### src/rtl/serial_adder_pkg.sv
// Shared types and defaults for the bit-serial adder controller.
package serial_adder_pkg;

  localparam int DEFAULT_WIDTH = 8;

  typedef enum logic [1:0] {
    IDLE = 2'd0,
    RUN  = 2'd1,
    DONE = 2'd2
  } state_e;

endpackage

### src/rtl/serial_adder_ctrl.sv
// Sequences an external full_adder over WIDTH-bit operands, LSB first,
// with valid/ready handshakes on the operand and result sides.
module serial_adder_ctrl
  import serial_adder_pkg::*;
#(
  parameter int WIDTH = DEFAULT_WIDTH
) (
  input  logic             clk,
  input  logic             rst_n,
  input  logic             in_valid,
  output logic             in_ready,
  input  logic [WIDTH-1:0] a_in,
  input  logic [WIDTH-1:0] b_in,
  input  logic             c_in,
  output logic             out_valid,
  input  logic             out_ready,
  output logic [WIDTH-1:0] sum,
  output logic             c_out,
  output logic             fa_a,
  output logic             fa_b,
  output logic             fa_cin,
  input  logic             fa_s,
  input  logic             fa_cout
);

  localparam int CNT_W = $clog2(WIDTH + 1);

  state_e             state_r;
  state_e             next_state_s;
  logic [WIDTH-1:0]   a_sh_r;
  logic [WIDTH-1:0]   b_sh_r;
  logic [WIDTH-1:0]   sum_sh_r;
  logic [WIDTH-1:0]   next_sum_s;
  logic [WIDTH-1:0]   sum_r;
  logic               carry_r;
  logic               c_out_r;
  logic [CNT_W-1:0]   cnt_r;
  logic               last_s;

  // Shift-based insertion keeps this legal for WIDTH=1 (no zero-width slices).
  assign next_sum_s = (sum_sh_r >> 1) | (WIDTH'(fa_s) << (WIDTH - 1));
  assign last_s     = (cnt_r == CNT_W'(WIDTH - 1));

  assign sum   = sum_r;
  assign c_out = c_out_r;

  // State register.
  always_ff @(posedge clk or negedge rst_n) begin
    if (!rst_n) begin
      state_r <= IDLE;
    end else begin
      state_r <= next_state_s;
    end
  end

  // Next-state decode; handshake and full_adder drives depend on state and registers only.
  always_comb begin
    next_state_s = state_r;
    in_ready     = 1'b0;
    out_valid    = 1'b0;
    fa_a         = 1'b0;
    fa_b         = 1'b0;
    fa_cin       = 1'b0;
    case (state_r)
      IDLE: begin
        in_ready = 1'b1;
        if (in_valid) begin
          next_state_s = RUN;
        end else begin
          next_state_s = IDLE;
        end
      end
      RUN: begin
        fa_a   = a_sh_r[0];
        fa_b   = b_sh_r[0];
        fa_cin = carry_r;
        if (last_s) begin
          next_state_s = DONE;
        end else begin
          next_state_s = RUN;
        end
      end
      DONE: begin
        out_valid = 1'b1;
        if (out_ready) begin
          next_state_s = IDLE;
        end else begin
          next_state_s = DONE;
        end
      end
      default: begin
        next_state_s = IDLE;
      end
    endcase
  end

  // Operand shifters, carry, bit counter and the result registers.
  always_ff @(posedge clk or negedge rst_n) begin
    if (!rst_n) begin
      a_sh_r   <= {WIDTH{1'b0}};
      b_sh_r   <= {WIDTH{1'b0}};
      sum_sh_r <= {WIDTH{1'b0}};
      sum_r    <= {WIDTH{1'b0}};
      carry_r  <= 1'b0;
      c_out_r  <= 1'b0;
      cnt_r    <= {CNT_W{1'b0}};
    end else begin
      case (state_r)
        IDLE: begin
          if (in_valid) begin
            a_sh_r   <= a_in;
            b_sh_r   <= b_in;
            sum_sh_r <= {WIDTH{1'b0}};
            carry_r  <= c_in;
            cnt_r    <= {CNT_W{1'b0}};
          end
        end
        RUN: begin
          a_sh_r   <= a_sh_r >> 1;
          b_sh_r   <= b_sh_r >> 1;
          sum_sh_r <= next_sum_s;
          carry_r  <= fa_cout;
          cnt_r    <= cnt_r + CNT_W'(1);
          if (last_s) begin
            sum_r   <= next_sum_s;
            c_out_r <= fa_cout;
          end
        end
        default: begin
          sum_r <= sum_r;
        end
      endcase
    end
  end

endmodule

### config.mk
export PLATFORM = sky130hd
export DESIGN_NAME = serial_adder_ctrl
export DESIGN_NICKNAME = d
export VERILOG_FILES = /design/src/rtl/serial_adder_pkg.sv /design/src/rtl/serial_adder_ctrl.sv
export SDC_FILE = /design/constraint.sdc
export NUM_CORES = 1
export LEC_CHECK = 0
export ABC_AREA = 1
export CORE_MARGIN = 2
export CORE_UTILIZATION = 25
export CTS_BUF_LIST = sky130_fd_sc_hd__clkbuf_4
export CTS_CLUSTER_SIZE = 30
export DETAILED_ROUTE_END_ITERATION = 8
export GPL_TIMING_DRIVEN = 0
export PLACE_DENSITY_LB_ADDON = 0.12
export SYNTH_ARGS = -nofsm -noshare
export SYNTH_HDL_FRONTEND = slang
export SYNTH_SLANG_ARGS = --single-unit
### constraint.sdc
create_clock -name clk -period 2.9 [get_ports clk]
set_input_delay 0.435 -clock clk [delete_from_list [all_inputs] [get_ports clk]]
set_output_delay 0.435 -clock clk [all_outputs]
set_load 0.01 [all_outputs]
### Word level (Yosys, flattened, before mapping)

Index checks and enable logic that the tools add are counted.

* latch bits: 0
* memories: 0
* logic and storage cells: 37
* bits in read-only memories: 0
* input port bits: 23
* bits in writable memories: 0
* flip-flop bits (word level): 40

* shift-type cells: 0
* equal/unequal tests: 4
* bitwise gates (word level): 1
* order comparisons: 0
* muxes and demuxes: 19
* $mul: 0
* div/mod/pow operators: 0
* $add $sub $neg: 1
* reductions and logical operators: 4

Operators with widths (number)
* $pmux 8 s2: 3
* $mux 8: 3
* $or 7x8->8: 1
* $pmux 4 s2: 1
* $mux 1: 7
* $pmux 2 s3: 1
* $add 4x1->4 const B: 1
* $eq 4x3->1 const B: 1
* $mux 2: 2
* $mux 4: 1
* $reduce_and 2->1: 2
* $eq 2x1->1 const B: 1
* $eq 2x2->1 const B: 1
* $logic_not 2->1: 1
* $ne 2x2->1 const B: 1
* $pmux 1 s2: 1
* $reduce_bool 2->1: 1

### Logic depth before layout (Yosys ltp)

Gate-level depths: netlist of run 1.

* word-level depth: 3
* gate-level depth with buffers: 7
* depth with buffers taken out: 6

### Worst setup path before layout of run 1

No wires, ideal clock.

* kind: reg-to-output
* from: register state_r[1]
* to: output fa_a
* cell stages (with the launch flop): 5
* data arrival time: 0.894 ns
* path slack: 1.571 ns
* path through: dfrtp_1 -> inv_2 -> nand2_4 -> buf_4 -> nor2_1

* longest elaborated chain between the ends: 2

Ends and longest elaborated chain
* start: declaration: RTL line serial_adder_ctrl.sv:28 `state_e state_r;`
* start signal: assignment: RTL line serial_adder_ctrl.sv:52 `state_r <= next_state_s;`
* $eq 2x1->1: RTL line serial_adder_ctrl.sv:64 `case (state_r)`
* $mux 1: RTL line serial_adder_ctrl.sv:64
* end: declaration: RTL line serial_adder_ctrl.sv:19 `output logic fa_a,`

No other way between the ends.

### Worst setup path in the final report of run 1

* from: register state_r[0]
* to: output in_ready

* longest elaborated chain between the ends: 2

Ends and longest elaborated chain
* $logic_not 2->1: RTL line serial_adder_ctrl.sv:64
* $mux 1: RTL line serial_adder_ctrl.sv:64
* end: declaration: RTL line serial_adder_ctrl.sv:11 `output logic in_ready,`

No other way between the ends.

==> impl_metrics.ini, run 1 <==
[yosys]
async_flop_share_pct = 100
synth_largest_area_cell = dfrtp_1
synth_edf_count = 0
synth_area_leaders = dfrtp_1, nand2_1, nand3_1
synth_fp_nets = 234
synth_seq_cells = 39
synth_top_area_share_pct = 54.9
seq_area_frac_synth_pct = 54.9
yosysUniqueCellTypes = 18
yosysWarnings = 0
synthesis.area_mm2 = 0.00178
synth_ff_type = dfrtp_1
netlist_instances = 210
syn_avg_cell_area_um2 = 8.46

[finish]
area_delta_synth_final_pct = 32.7
layout-drive-gt1-share_pct = 10.5
seq_area_um2 = 976
final_common_cell = nand2_1
nFillCells = 758
multi_input_area_um2 = 684
final_cell_mix = nand2_1, dfrtp_1, clkdlybuf4s50_1, nand3_1, inv_1
antenna_cells = 0
nets = 279

[critical_path]
critPathRequiredTime_ns = 2.47
rrSetupSlack_ns = 1.56
crit_chain = buf_6 -> nor2_4 -> buf_6 -> clkdlybuf4s50_1
cpPeakStageDelay_ns = 0.54
setup.worst_path.start_class = flip-flop
end_kind = primary output
cpMostUsedCell = buf_6
cp.arrival_ns = 1.85
slowest_stage = clkdlybuf4s50_1
cp_max_fo = 10
crit_type = reg -> out

[timing]
clock_skew_ns = 0.00949
max_freq_ghz = 0.437
drv_slew = 0
holdWs_ns = 0.429
rsz0062_at_grt = false
fin_crit_ns = 2.29
relSlewSlack_pct = 69.4
period_share_pct = 78.8
tns_ns = 0
setup_viol = 0
worst_slew_pin_slew_ns = 0.459
finalHoldViolCount = 0

[route]
num_vias = 1444
first_pass_iters = 5
ant_nets = 0
post_drt_wl_per_cell_um = 12.0
drcViolationCount = 0
routed_via_density = 4.10
drtIter0Drc = 74
routed_wl_um = 4240

[die]
rows = 30
start_util_pct = 26.0
die-area_mm2 = 0.00780
ios = 37
die_x_um = 88.3
die_height_um = 88.3
core_mm2 = 0.00683

[placed_design]
place_congestion = 0.760
dp_hpwl_um = 2850
port_buffers = 36

[clocking]
h-tree-depth = 2
cts.sinks = 39
clk_path_buf_depth = 2
clkTransAtPathRegs_ns = 0.13
ctsResizeCount = 0
cts_setup_buffers = 0
root_buffer = clkbuf_4
cts_buffers = 5
cts_tree = built
hold_buffers = 1
clk_latency_ns = 0.35

[grt]
track_usage_pct = 12.4
antenna_found_initial = 0
grt_pass1_wl_um = 7360
grt_max_degree = 34
grt_overflow = 0
grt_pass1_vias = 1493

[flow_run]
cap_violations = 0

[status]
status = finished clean

[power_and_ir_drop]
leakagePower_uw = 0.00114
peakVddDrop_v = 0.000289
power.density_mw_per_mm2 = 932

[min_path]
hold_class = in -> async
-- metrics by stage --
stage	utilization (%)	instances	cell area (µm²)	total power, µW	setup WS (ns)
finish	34.5	352	2360	2200	0.614
global route	34.5	352	2360	2420	0.506
CTS	34.5	352	2360	2240	0.580
detailed placement	33.3	343	2270	1870	0.993
global placement	33.0	342	2260	1860	0.262
floorplan	-	210	1780	1490	1.57
-- Yosys cell counts, types with 2 or more instances --
master / n
nand2_1: 102
dfrtp_1: 39
nand3_1: 28
inv_1: 7
buf_6: 6
nor2_1: 6
o21ai_0: 6
inv_2: 3
o21ai_2: 3
nor2_4: 2
-- metal layers --
metal | part of all wire (%) | global-route usage [%] | vias to the layer above
li1 | - | - | 749
met1 | 51 | 17.2 | 655
met2 | 44 | 19.3 | 33
met3 | 3.6 | 2.99 | 7
met4 | 1.4 | 3.72 | 0
met5 | 0 | 0 | -
-- state kept, by name (all words and copies together) (netlist names) --
name / cells
a_sh_r: 8
b_sh_r: 8
sum: 8
sum_sh_r: 7
cnt_r: 4
state_r: 2
c_out: 1
carry_r: 1
-- report_power, final --
group | switching, µW | total, µW | internal, µW
Sequential | 138 | 898 | 760
Combinational | 511 | 932 | 421
Clock | 191 | 368 | 177
Total | 840 | 2200 | 1360
-- cells by family after synthesis --
family	share of synthesized area (%)
AOI/OAI and AO/OA	4.51
DFF	54.9
adders and majority gates	0.704
and+or+nand+nor	33.3
buffers and inverters	6.55
-- worst max-delay path: cells and delay by family, from the launching register on --
kind | cells | cell delay (ns)
flip-flops | 1 | 0.47
AND/OR/NAND/NOR | 1 | 0.16
buffers and inverters | 3 | 0.88
-- worst paths after layout --
check                                        startpoint  cells past startpoint              endpoint
worst min-delay path                              rst_n                      2    sum[1]$_DFFE_PN0P_
worst max register to register     cnt_r[0]$_DFFE_PN0P_                      6     c_out$_DFFE_PN0P_
max in group asynchronous                         rst_n                      3  cnt_r[3]$_DFFE_PN0P_
min in group clk                sum_sh_r[2]$_DFFE_PN0P_                      2    sum[1]$_DFFE_PN0P_
worst max-delay path               state_r[0]$_DFF_PN0_                      4              in_ready
worst min register to register  sum_sh_r[2]$_DFFE_PN0P_                      2    sum[1]$_DFFE_PN0P_
-- final cells by class --
| type | count | area share, % |
|---|---|---|
| flip-flops and latches | 39 | 41.4 |
| clock buffers | 5 | 1.59 |
| well taps | 96 | 5.09 |
| repair buffers | 38 | 16.3 |
| plain buffers | 8 | 3.34 |
| clock inverters | 3 | 1.64 |
| multi-input cells | 153 | 29.0 |
| inverters | 10 | 1.59 |
(Power assumes the default switching activity.)
==> run 2, diff against run 1 <==
==> constraint.sdc (replaced) <==
create_clock -name clk -period 2 [get_ports clk]
set_input_delay 0.3 -clock clk [delete_from_list [all_inputs] [get_ports clk]]
set_output_delay 0.3 -clock clk [all_outputs]
set_load 0.01 [all_outputs]
==> impl_metrics.ini, run 2 (synthesis results as in run 1) <==
[status]
status = finished clean

[critical_path]
cpMostUsedCell = buf_6
slowest_stage = dfrtp_2
cp.arrival_ns = 1.54
setup.worst_path.start_class = flip-flop
cp_max_fo = 10
crit_chain = buf_6 -> nor2_4 -> buf_6 -> dlygate4sd2_1
end_kind = primary output
critPathRequiredTime_ns = 1.70
crit_type = reg -> out
cpPeakStageDelay_ns = 0.45

[clocking]
cts.sinks = 39
cts_buffers = 5
root_buffer = clkbuf_4
clk_latency_ns = 0.36
clkTransAtPathRegs_ns = 0.13
cts_tree = built
clk_path_buf_depth = 2
h-tree-depth = 2

[die]
die_x_um = 88.3
core_mm2 = 0.00683
start_util_pct = 26.0
die-area_mm2 = 0.00780
ios = 37
rows = 30
die_height_um = 88.3

[grt]
antenna_found_initial = 0
grt_max_degree = 34
grt_overflow = 0
grt_pass1_wl_um = 7430
grt_pass1_vias = 1513
track_usage_pct = 12.5

[finish]
area_delta_synth_final_pct = 33.5
final_cell_mix = nand2_1, dfrtp_1, clkdlybuf4s50_1, nand3_1, inv_1
nFillCells = 750
seq_area_um2 = 977
postLayoutCoreUtil_pct = 34.7
antenna_cells = 0
nets = 281
layout-drive-gt1-share_pct = 11.6
final_common_cell = nand2_1
multi_input_area_um2 = 684

[route]
post_drt_wl_per_cell_um = 12.0
num_vias = 1449
drcViolationCount = 0
ant_nets = 0
routed_via_density = 4.09
routed_wl_um = 4260
drtIter0Drc = 76
first_pass_iters = 6

[timing]
worst_slew_pin_slew_ns = 0.459
drv_slew = 0
max_freq_ghz = 0.545
holdWs_ns = 0.293
relSlewSlack_pct = 69.4
period_share_pct = 91.8
tns_ns = 0
finalHoldViolCount = 0
setup_viol = 0
clock_skew_ns = 0.00949
rsz0062_at_grt = false
fin_crit_ns = 1.84

[flow_run]
cap_violations = 0

[power_and_ir_drop]
power.density_mw_per_mm2 = 1340
leakagePower_uw = 0.00118
peakVddDrop_v = 0.000427
power_uw = 3180

[placed_design]
port_buffers = 36
place_congestion = 0.760
dp_hpwl_um = 2850

[min_path]
hold_class = in -> async
run 2: worst paths after layout:
check                                        start                   end  slack [ns]  cells after the start
setup / recovery              state_r[0]$_DFF_PN0_              in_ready        0.16                      4
hold / removal                               rst_n    sum[1]$_DFFE_PN0P_        0.29                      2
setup reg to reg              cnt_r[0]$_DFFE_PN0P_     c_out$_DFFE_PN0P_        0.66                      6
hold reg to reg            sum_sh_r[2]$_DFFE_PN0P_    sum[1]$_DFFE_PN0P_        0.48                      2
max in group asynchronous                    rst_n  state_r[0]$_DFF_PN0_        1.26                      3
min in group clk           sum_sh_r[2]$_DFFE_PN0P_    sum[1]$_DFFE_PN0P_        0.48                      2
run 2: report_power, final:
part / switching (µW) / internal, µW
Sequential: 193 / 1100
Clock: 277 / 257
Combinational: 749 / 597
run 2: layout make-up:
cell class                      instances  area share (%)
Clock buffer                            5            1.58
Buffer                                  8            3.32
Inverter                               10            1.58
Clock inverter                          3            1.64
Sequential cell                        39            41.2
Tap cell                               96            5.06
Multi-Input combinational cell        153            28.9
Timing Repair Buffer                   40            16.8
run 2: routing by layer:
layer	part of all wire (%)	GRT usage, %	vias to the layer above
li1	-	-	753
met1	51	17.2	659
met2	44	19.5	30
met3	3.5	2.99	7
met4	1.4	3.72	0
met5	0	0	-
run 2: timing repair:
action / CTS / global route
hold endpoints to repair: 6 / 0
setup endpoints to repair: 4 / 1
hold buffers: 1 / 0
buffers inserted: 2 / 0
resized for setup: 5 / 1
run 2: per-stage QoR:
stage          instances  setup slack [ns]  cell area (µm²)
3_3_place_gp         342            -0.503             2260
5_1_grt              354            0.0378             2370
4_1_cts              354            0.0618             2370
2_1_floorplan        210             0.806             1780
3_5_place_dp         343             0.228             2270
6_report             354             0.164             2370
run 2: critical path: cells and delay by family, from the launching register on:
| kind | cells | cell delay [ns] |
|---|---|---|
| buffers and inverters | 3 | 0.58 |
| flip-flops | 1 | 0.45 |
| AND/OR/NAND/NOR | 1 | 0.15 |
